[src/rtl/mxu_accum_if.sv]
// Handshake and data bundle for the sequential DIM x DIM matrix multiplier.
// The slave side is the multiplier. The master side is the feeder/consumer.
interface mxu_accum_if #(
    parameter int DIM       = 4,
    parameter int WIDTH     = 8,
    parameter int OUT_WIDTH = 32
);
    logic                                      in_valid;
    logic                                      in_ready;
    logic [DIM-1:0][DIM-1:0][WIDTH-1:0]        in0;
    logic [DIM-1:0][DIM-1:0][WIDTH-1:0]        in1;
    logic                                      acc_en;
    logic [DIM-1:0][DIM-1:0][OUT_WIDTH-1:0]    out;
    logic                                      out_valid;
    logic                                      out_ready;
    logic                                      busy;

    modport slave (
        input  in_valid, in0, in1, acc_en, out_ready,
        output in_ready, out, out_valid, busy
    );

    modport master (
        output in_valid, in0, in1, acc_en, out_ready,
        input  in_ready, out, out_valid, busy
    );
endinterface

[src/rtl/mxu_accum.sv]
// Sequential DIM x DIM matrix multiply-accumulate: Y = A*B or Y += A*B.
// One k-slice of the inner product is folded into every accumulator per cycle,
// so a job takes DIM compute cycles between the input and output handshakes.
module mxu_accum #(
    parameter int DIM       = 4,
    parameter int WIDTH     = 8,
    parameter int OUT_WIDTH = 32,
    parameter int SIGNED    = 0
) (
    input  logic        clk,
    input  logic        reset_n,
    mxu_accum_if.slave  bus
);
    localparam int KW = $clog2(DIM);

    typedef enum logic [1:0] {IDLE, COMPUTE, DONE} state_t;

    state_t                                  state;
    logic [DIM-1:0][DIM-1:0][WIDTH-1:0]      a_lat;
    logic [DIM-1:0][DIM-1:0][WIDTH-1:0]      b_lat;
    logic                                    acc_en_lat;
    logic [KW-1:0]                           k;
    logic [DIM-1:0][DIM-1:0][OUT_WIDTH-1:0]  acc;
    logic [OUT_WIDTH-1:0]                    acc_next [DIM][DIM];
    logic                                    in_rdy;
    logic                                    out_vld;
    logic                                    busy_st;

    // Widen an operand to the accumulator width; the top bits follow the mode.
    function automatic logic [OUT_WIDTH-1:0] ext(input logic [WIDTH-1:0] v);
        if (SIGNED != 0)
            ext = {{(OUT_WIDTH-WIDTH){v[WIDTH-1]}}, v};
        else
            ext = {{(OUT_WIDTH-WIDTH){1'b0}}, v};
    endfunction

    // One multiply-add lane per output element; all lanes share the k-slice.
    genvar gi, gj;
    generate
        for (gi = 0; gi < DIM; gi++) begin : g_row
            for (gj = 0; gj < DIM; gj++) begin : g_col
                logic [OUT_WIDTH-1:0] prod;
                logic [OUT_WIDTH-1:0] base;
                // Product truncates to OUT_WIDTH, giving wrap-around arithmetic.
                assign prod = ext(a_lat[gi][k]) * ext(b_lat[k][gj]);
                // First slice of a non-accumulating job starts from zero.
                assign base = (k == '0 && !acc_en_lat) ? '0 : acc[gi][gj];
                assign acc_next[gi][gj] = base + prod;
            end
        end
    endgenerate

    // Job sequencing, operand capture, accumulator update and registered flags.
    always_ff @(posedge clk or negedge reset_n) begin
        if (!reset_n) begin
            state      <= IDLE;
            a_lat      <= '0;
            b_lat      <= '0;
            acc_en_lat <= 1'b0;
            k          <= '0;
            acc        <= '0;
            in_rdy     <= 1'b1;
            out_vld    <= 1'b0;
            busy_st    <= 1'b0;
        end else begin
            case (state)
                IDLE: begin
                    if (bus.in_valid) begin
                        a_lat      <= bus.in0;
                        b_lat      <= bus.in1;
                        acc_en_lat <= bus.acc_en;
                        k          <= '0;
                        in_rdy     <= 1'b0;
                        busy_st    <= 1'b1;
                        state      <= COMPUTE;
                    end
                end
                COMPUTE: begin
                    for (int r = 0; r < DIM; r++)
                        for (int c = 0; c < DIM; c++)
                            acc[r][c] <= acc_next[r][c];
                    if (k == KW'(DIM-1)) begin
                        out_vld <= 1'b1;
                        state   <= DONE;
                    end else begin
                        k <= k + 1'b1;
                    end
                end
                DONE: begin
                    if (bus.out_ready) begin
                        out_vld <= 1'b0;
                        in_rdy  <= 1'b1;
                        busy_st <= 1'b0;
                        state   <= IDLE;
                    end
                end
                default: begin
                    state   <= IDLE;
                    in_rdy  <= 1'b1;
                    out_vld <= 1'b0;
                    busy_st <= 1'b0;
                end
            endcase
        end
    end

    // The result bus is the accumulator itself, so it holds after the handshake.
    assign bus.out       = acc;
    assign bus.in_ready  = in_rdy;
    assign bus.out_valid = out_vld;
    assign bus.busy      = busy_st;
endmodule

[src/flat_wrapper.sv]
// flat-port wrapper written by rule: the top's interface ports become plain ports
module mxu_accum_flat 
#(
    parameter int DIM       = 4,
    parameter int WIDTH     = 8,
    parameter int OUT_WIDTH = 32,
    parameter int SIGNED    = 0
)
  (clk, reset_n, bus_in_valid, bus_in0, bus_in1, bus_acc_en, bus_out_ready, bus_in_ready, bus_out, bus_out_valid, bus_busy);
  mxu_accum_if #(.DIM(DIM), .WIDTH(WIDTH), .OUT_WIDTH(OUT_WIDTH)) bus_i ();
  input  logic clk;
  input  logic reset_n;
  input wire logic [$bits(bus_i.in_valid)-1:0] bus_in_valid;
  input wire logic [$bits(bus_i.in0)-1:0] bus_in0;
  input wire logic [$bits(bus_i.in1)-1:0] bus_in1;
  input wire logic [$bits(bus_i.acc_en)-1:0] bus_acc_en;
  input wire logic [$bits(bus_i.out_ready)-1:0] bus_out_ready;
  output wire logic [$bits(bus_i.in_ready)-1:0] bus_in_ready;
  output wire logic [$bits(bus_i.out)-1:0] bus_out;
  output wire logic [$bits(bus_i.out_valid)-1:0] bus_out_valid;
  output wire logic [$bits(bus_i.busy)-1:0] bus_busy;
  assign bus_i.in_valid = bus_in_valid;
  assign bus_i.in0 = bus_in0;
  assign bus_i.in1 = bus_in1;
  assign bus_i.acc_en = bus_acc_en;
  assign bus_i.out_ready = bus_out_ready;
  assign bus_in_ready = bus_i.in_ready;
  assign bus_out = bus_i.out;
  assign bus_out_valid = bus_i.out_valid;
  assign bus_busy = bus_i.busy;
  mxu_accum #(.DIM(DIM), .WIDTH(WIDTH), .OUT_WIDTH(OUT_WIDTH), .SIGNED(SIGNED)) u_core (.clk(clk), .reset_n(reset_n), .bus(bus_i));
endmodule
[config.mk]
export PLATFORM = sky130hd
export DESIGN_NAME = mxu_accum_flat
export DESIGN_NICKNAME = d
export VERILOG_FILES = /design/src/rtl/mxu_accum_if.sv /design/src/rtl/mxu_accum.sv /design/src/flat_wrapper.sv
export SDC_FILE = /design/constraint.sdc
export NUM_CORES = 2
export LEC_CHECK = 0
export CORE_ASPECT_RATIO = 1.75
export CORE_MARGIN = 10
export CORE_UTILIZATION = 45
export CTS_CLUSTER_SIZE = 40
export DETAILED_ROUTE_END_ITERATION = 8
export GPL_TIMING_DRIVEN = 0
export PLACE_DENSITY = 0.66
export SLEW_MARGIN = 15
export SYNTH_ARGS = -nofsm -noshare
export SYNTH_HDL_FRONTEND = slang
export SYNTH_SLANG_ARGS = --single-unit
[constraint.sdc]
create_clock -name clk -period 8 [get_ports clk]
set_clock_uncertainty 0.05 [all_clocks]
set_input_delay 0.8 -clock clk [delete_from_list [all_inputs] [get_ports clk]]
set_output_delay 0.8 -clock clk [all_outputs]
set_load 0.03 [all_outputs]
==> qor.yml <==
status: "finished, final reports clean"
synth_top_cell_area_share_pct: 24.1
fin_crit_ns: 7.97
fin_nets: 11800
rsz0062_at_grt: "yes"
post-dp-hpwl_um: 312000
rows: 205
fill_cells: 16500
setup_viol: 0
firstDrtPassIters: 6
gp_congestion: 1.03
yosysSeqAreaShare_pct: 24.1
rr_startpoint: "u_core.k[0]"
synth_top_cell_by_area: "dfrtp_1"
synth_seq_cells: 776
cp-start-kind: "flip-flop"
hold_viol_final: 0
fin_util_pct: 54.8
yosys_most_used_dff: "dfrtp_1"
fmax_mhz: 125
wl_um: 384000
post-route-drc-count: 0
grt_pass1_wl_um: 544000
htree_levels: 3
clockBufferDepth: 3
globalRouteTotalUtil_pct: 37.9
crit_required_ns: 8.55
period_share_pct: 99.6
clk-insertion-delay-late_ns: 0.76
cts_buffers: 84
overflow: 0
reg2reg_setup_slack_ns: 0.03
multiInputGateArea_um2: 57100
cp_max_fo: 10
holdBufCountCts: 0
met1_length_um: 129000
regArea_um2: 19400
antenna_found_initial: 20
postLayoutSetupSlackWorst_ns: 0.0318
top_layer: "met5"
cts_tree: "done"
port_buffers: 775
wl_met2_um: 179000
crit_arrival_ns: 8.52
wl_met3_um: 32600
vias: 75100
clkSlewWorstSetupHoldPaths_ns: 0.07
synth_area_um2: 80500
pre_cts_ws_ns: -2.51
synthCells: 9195
worst_r2r_endpoint: "u_core.bus.out[144]"
drive_above_1_share_pct: 11.9
startpoint: "u_core.k[0]"
async_reset_ff_share_pct: 100
critical_path_class: "reg2reg"
cts.sinks: 776
synthTopCellsByArea: "dfrtp_1 (24%), fa_1 (15%), ha_1 (13%), nor2_1 (5.0%), mux2_2 (4.5%)"
grt_max_degree: 104
drtAntennaViolNets: 0
first_global_vias: 77400
slew_headroom_pct: 6.74
fp.dieH_um: 580
drv_cap: 0
reg2reg_depth: 24
die-area_um2: 197000
synth-edff-count: 0
area.growth.synth_to_final_pct: 21.3
synth_nets: 10900
drv_slew: 0
ys_types: 100
wl_per_cell_um: 30.5
drt-vias-per-instance: 5.97
worst_hold_slack_ns: 0.0160
start_util_pct: 45.2
dieWidth_um: 340
end_kind: "flip-flop"
hold_path.class: "in2async"
yosys_warnings: 0
cts_root_buf: "clkbuf_16"
dr.first_iter.drc_count: 5989
syn_avg_cell_area_um2: 8.76
ios: 776
tightestPinTransition_ns: 1.40
coreArea_um2: 178000
cell type report:
| class | instances | area share [%] |
|---|---|---|
| Multi-Input combinational cell | 7015 | 58.4 |
| Sequential cell | 776 | 19.9 |
| Timing Repair Buffer | 849 | 8.95 |
| Inverter | 954 | 3.66 |
| Tap cell | 2380 | 3.05 |
| Buffer | 441 | 2.89 |
| Clock buffer | 103 | 2.34 |
| Clock inverter | 52 | 0.776 |
| Antenna cell | 16 | 0.0410 |
synthesized netlist by cell type, types with 29 or more instances:
cell type  instances
nand3_1          187
or2_2            128
xnor2_1          253
or3_1             41
fa_1             592
or4_1             34
nand2_1          780
o21ai_1           71
nand4_1           67
nor2b_1           40
and2_1           291
o21bai_1          74
nand2b_1          55
clkbuf_1         393
mux2_2           323
o21a_1            47
buf_2             32
and3_1            75
mux2i_1           70
a41oi_1           29
o31ai_1           59
nor2_1          1066
o21ai_0          545
a21oi_1          405
a31oi_1           76
xor2_1           142
dfrtp_1          775
inv_1            954
nor3_1            64
ha_1             866
a21o_1           187
o211ai_1          81
how the worst max path moves through the flow:
stage / endpoint / cells after the start
after detailed placement: u_core.bus.out[410] / 31
after global placement: u_core.a_lat[0] / 1
after CTS: u_core.bus.out[222] / 29
after global routing: u_core.bus.out[412] / 29
after floorplan: u_core.bus.out[414] / 32
final: u_core.bus.out[144] / 24
registers in the layout (all words and copies together) (netlist names):
register              count
u_core.state              2
u_core.a_lat            128
u_core.k                  2
u_core.bus.out          512
u_core.bus.out_valid      1
u_core.bus.in_ready       1
u_core.acc_en_lat         1
u_core.bus.busy           1
u_core.b_lat            128
stage by stage:
step	area, um2	cells	setup TNS [ns]
global route	97700	12600	-0.759
CTS	96700	12600	0
global placement	91300	12400	-
detailed placement	91700	12400	-444.50
finish	97700	12600	0
floorplan	80500	9195	0
what timing repair did:
item / 4_1_cts / 5_1_grt
endpoints found under the hold margin: 0 / 0
gates resized for setup: 493 / 301
buffers inserted: 35 / 24
pin swaps: 15 / 25
endpoints found under the setup margin: 385 / 221
cell families after synthesis:
family | after synthesis | synth area share (%)
and+or+nand+nor | 2903 | 16.7
AOI/OAI and AO/OA | 1866 | 14.8
adders and majority gates | 1458 | 28.2
buffers and inverters | 1404 | 6.61
DFF | 776 | 24.1
xor gates and xnor gates | 395 | 4.30
muxes | 393 | 5.39
metal layers:
| metal | GRT usage (%) | vias to the layer above |
|---|---|---|
| li1 | - | 32900 |
| met5 | 0 | - |
| met4 | 33.6 | 8 |
| met2 | 62.9 | 3650 |
| met3 | 9.58 | 1184 |
| met1 | 39.3 | 37400 |
layout by cell type (no fill, tap or decap), types with 323 or more instances in the layout:
cell type | Yosys | routed
mux2_2 | 323 | 323
inv_1 | 954 | 954
a21oi_1 | 405 | 387
fa_1 | 592 | 591
o21ai_0 | 545 | 508
ha_1 | 866 | 851
nor2_1 | 1066 | 1064
clkdlybuf4s50_1 | 0 | 774
dfrtp_1 | 775 | 773
nand2_1 | 780 | 778
critical path, stage by stage (launching register included):
cell and delay, ns:
dfrtp_2 0.44, buf_6 0.22, buf_6 0.23, buf_4 0.29
inv_1 0.09, ha_1 0.33, nand2b_1 0.41, buf_4 0.44
buf_4 0.41, buf_2 0.49, buf_2 0.46, clkbuf_2 0.50
buf_16 0.22, buf_2 0.52, and2_1 0.22, ha_1 0.20
fa_1 0.24, a21o_1 0.13, a21oi_1 0.11, o21ba_2 0.23
o2111ai_1 0.19, o211ai_1 0.21, o21ai_2 0.73, mux2i_1 0.26
a21oi_1 0.09
Power is not shown: default switching activity piles up to over one toggle a cycle in this logic, so the estimate is an artifact.
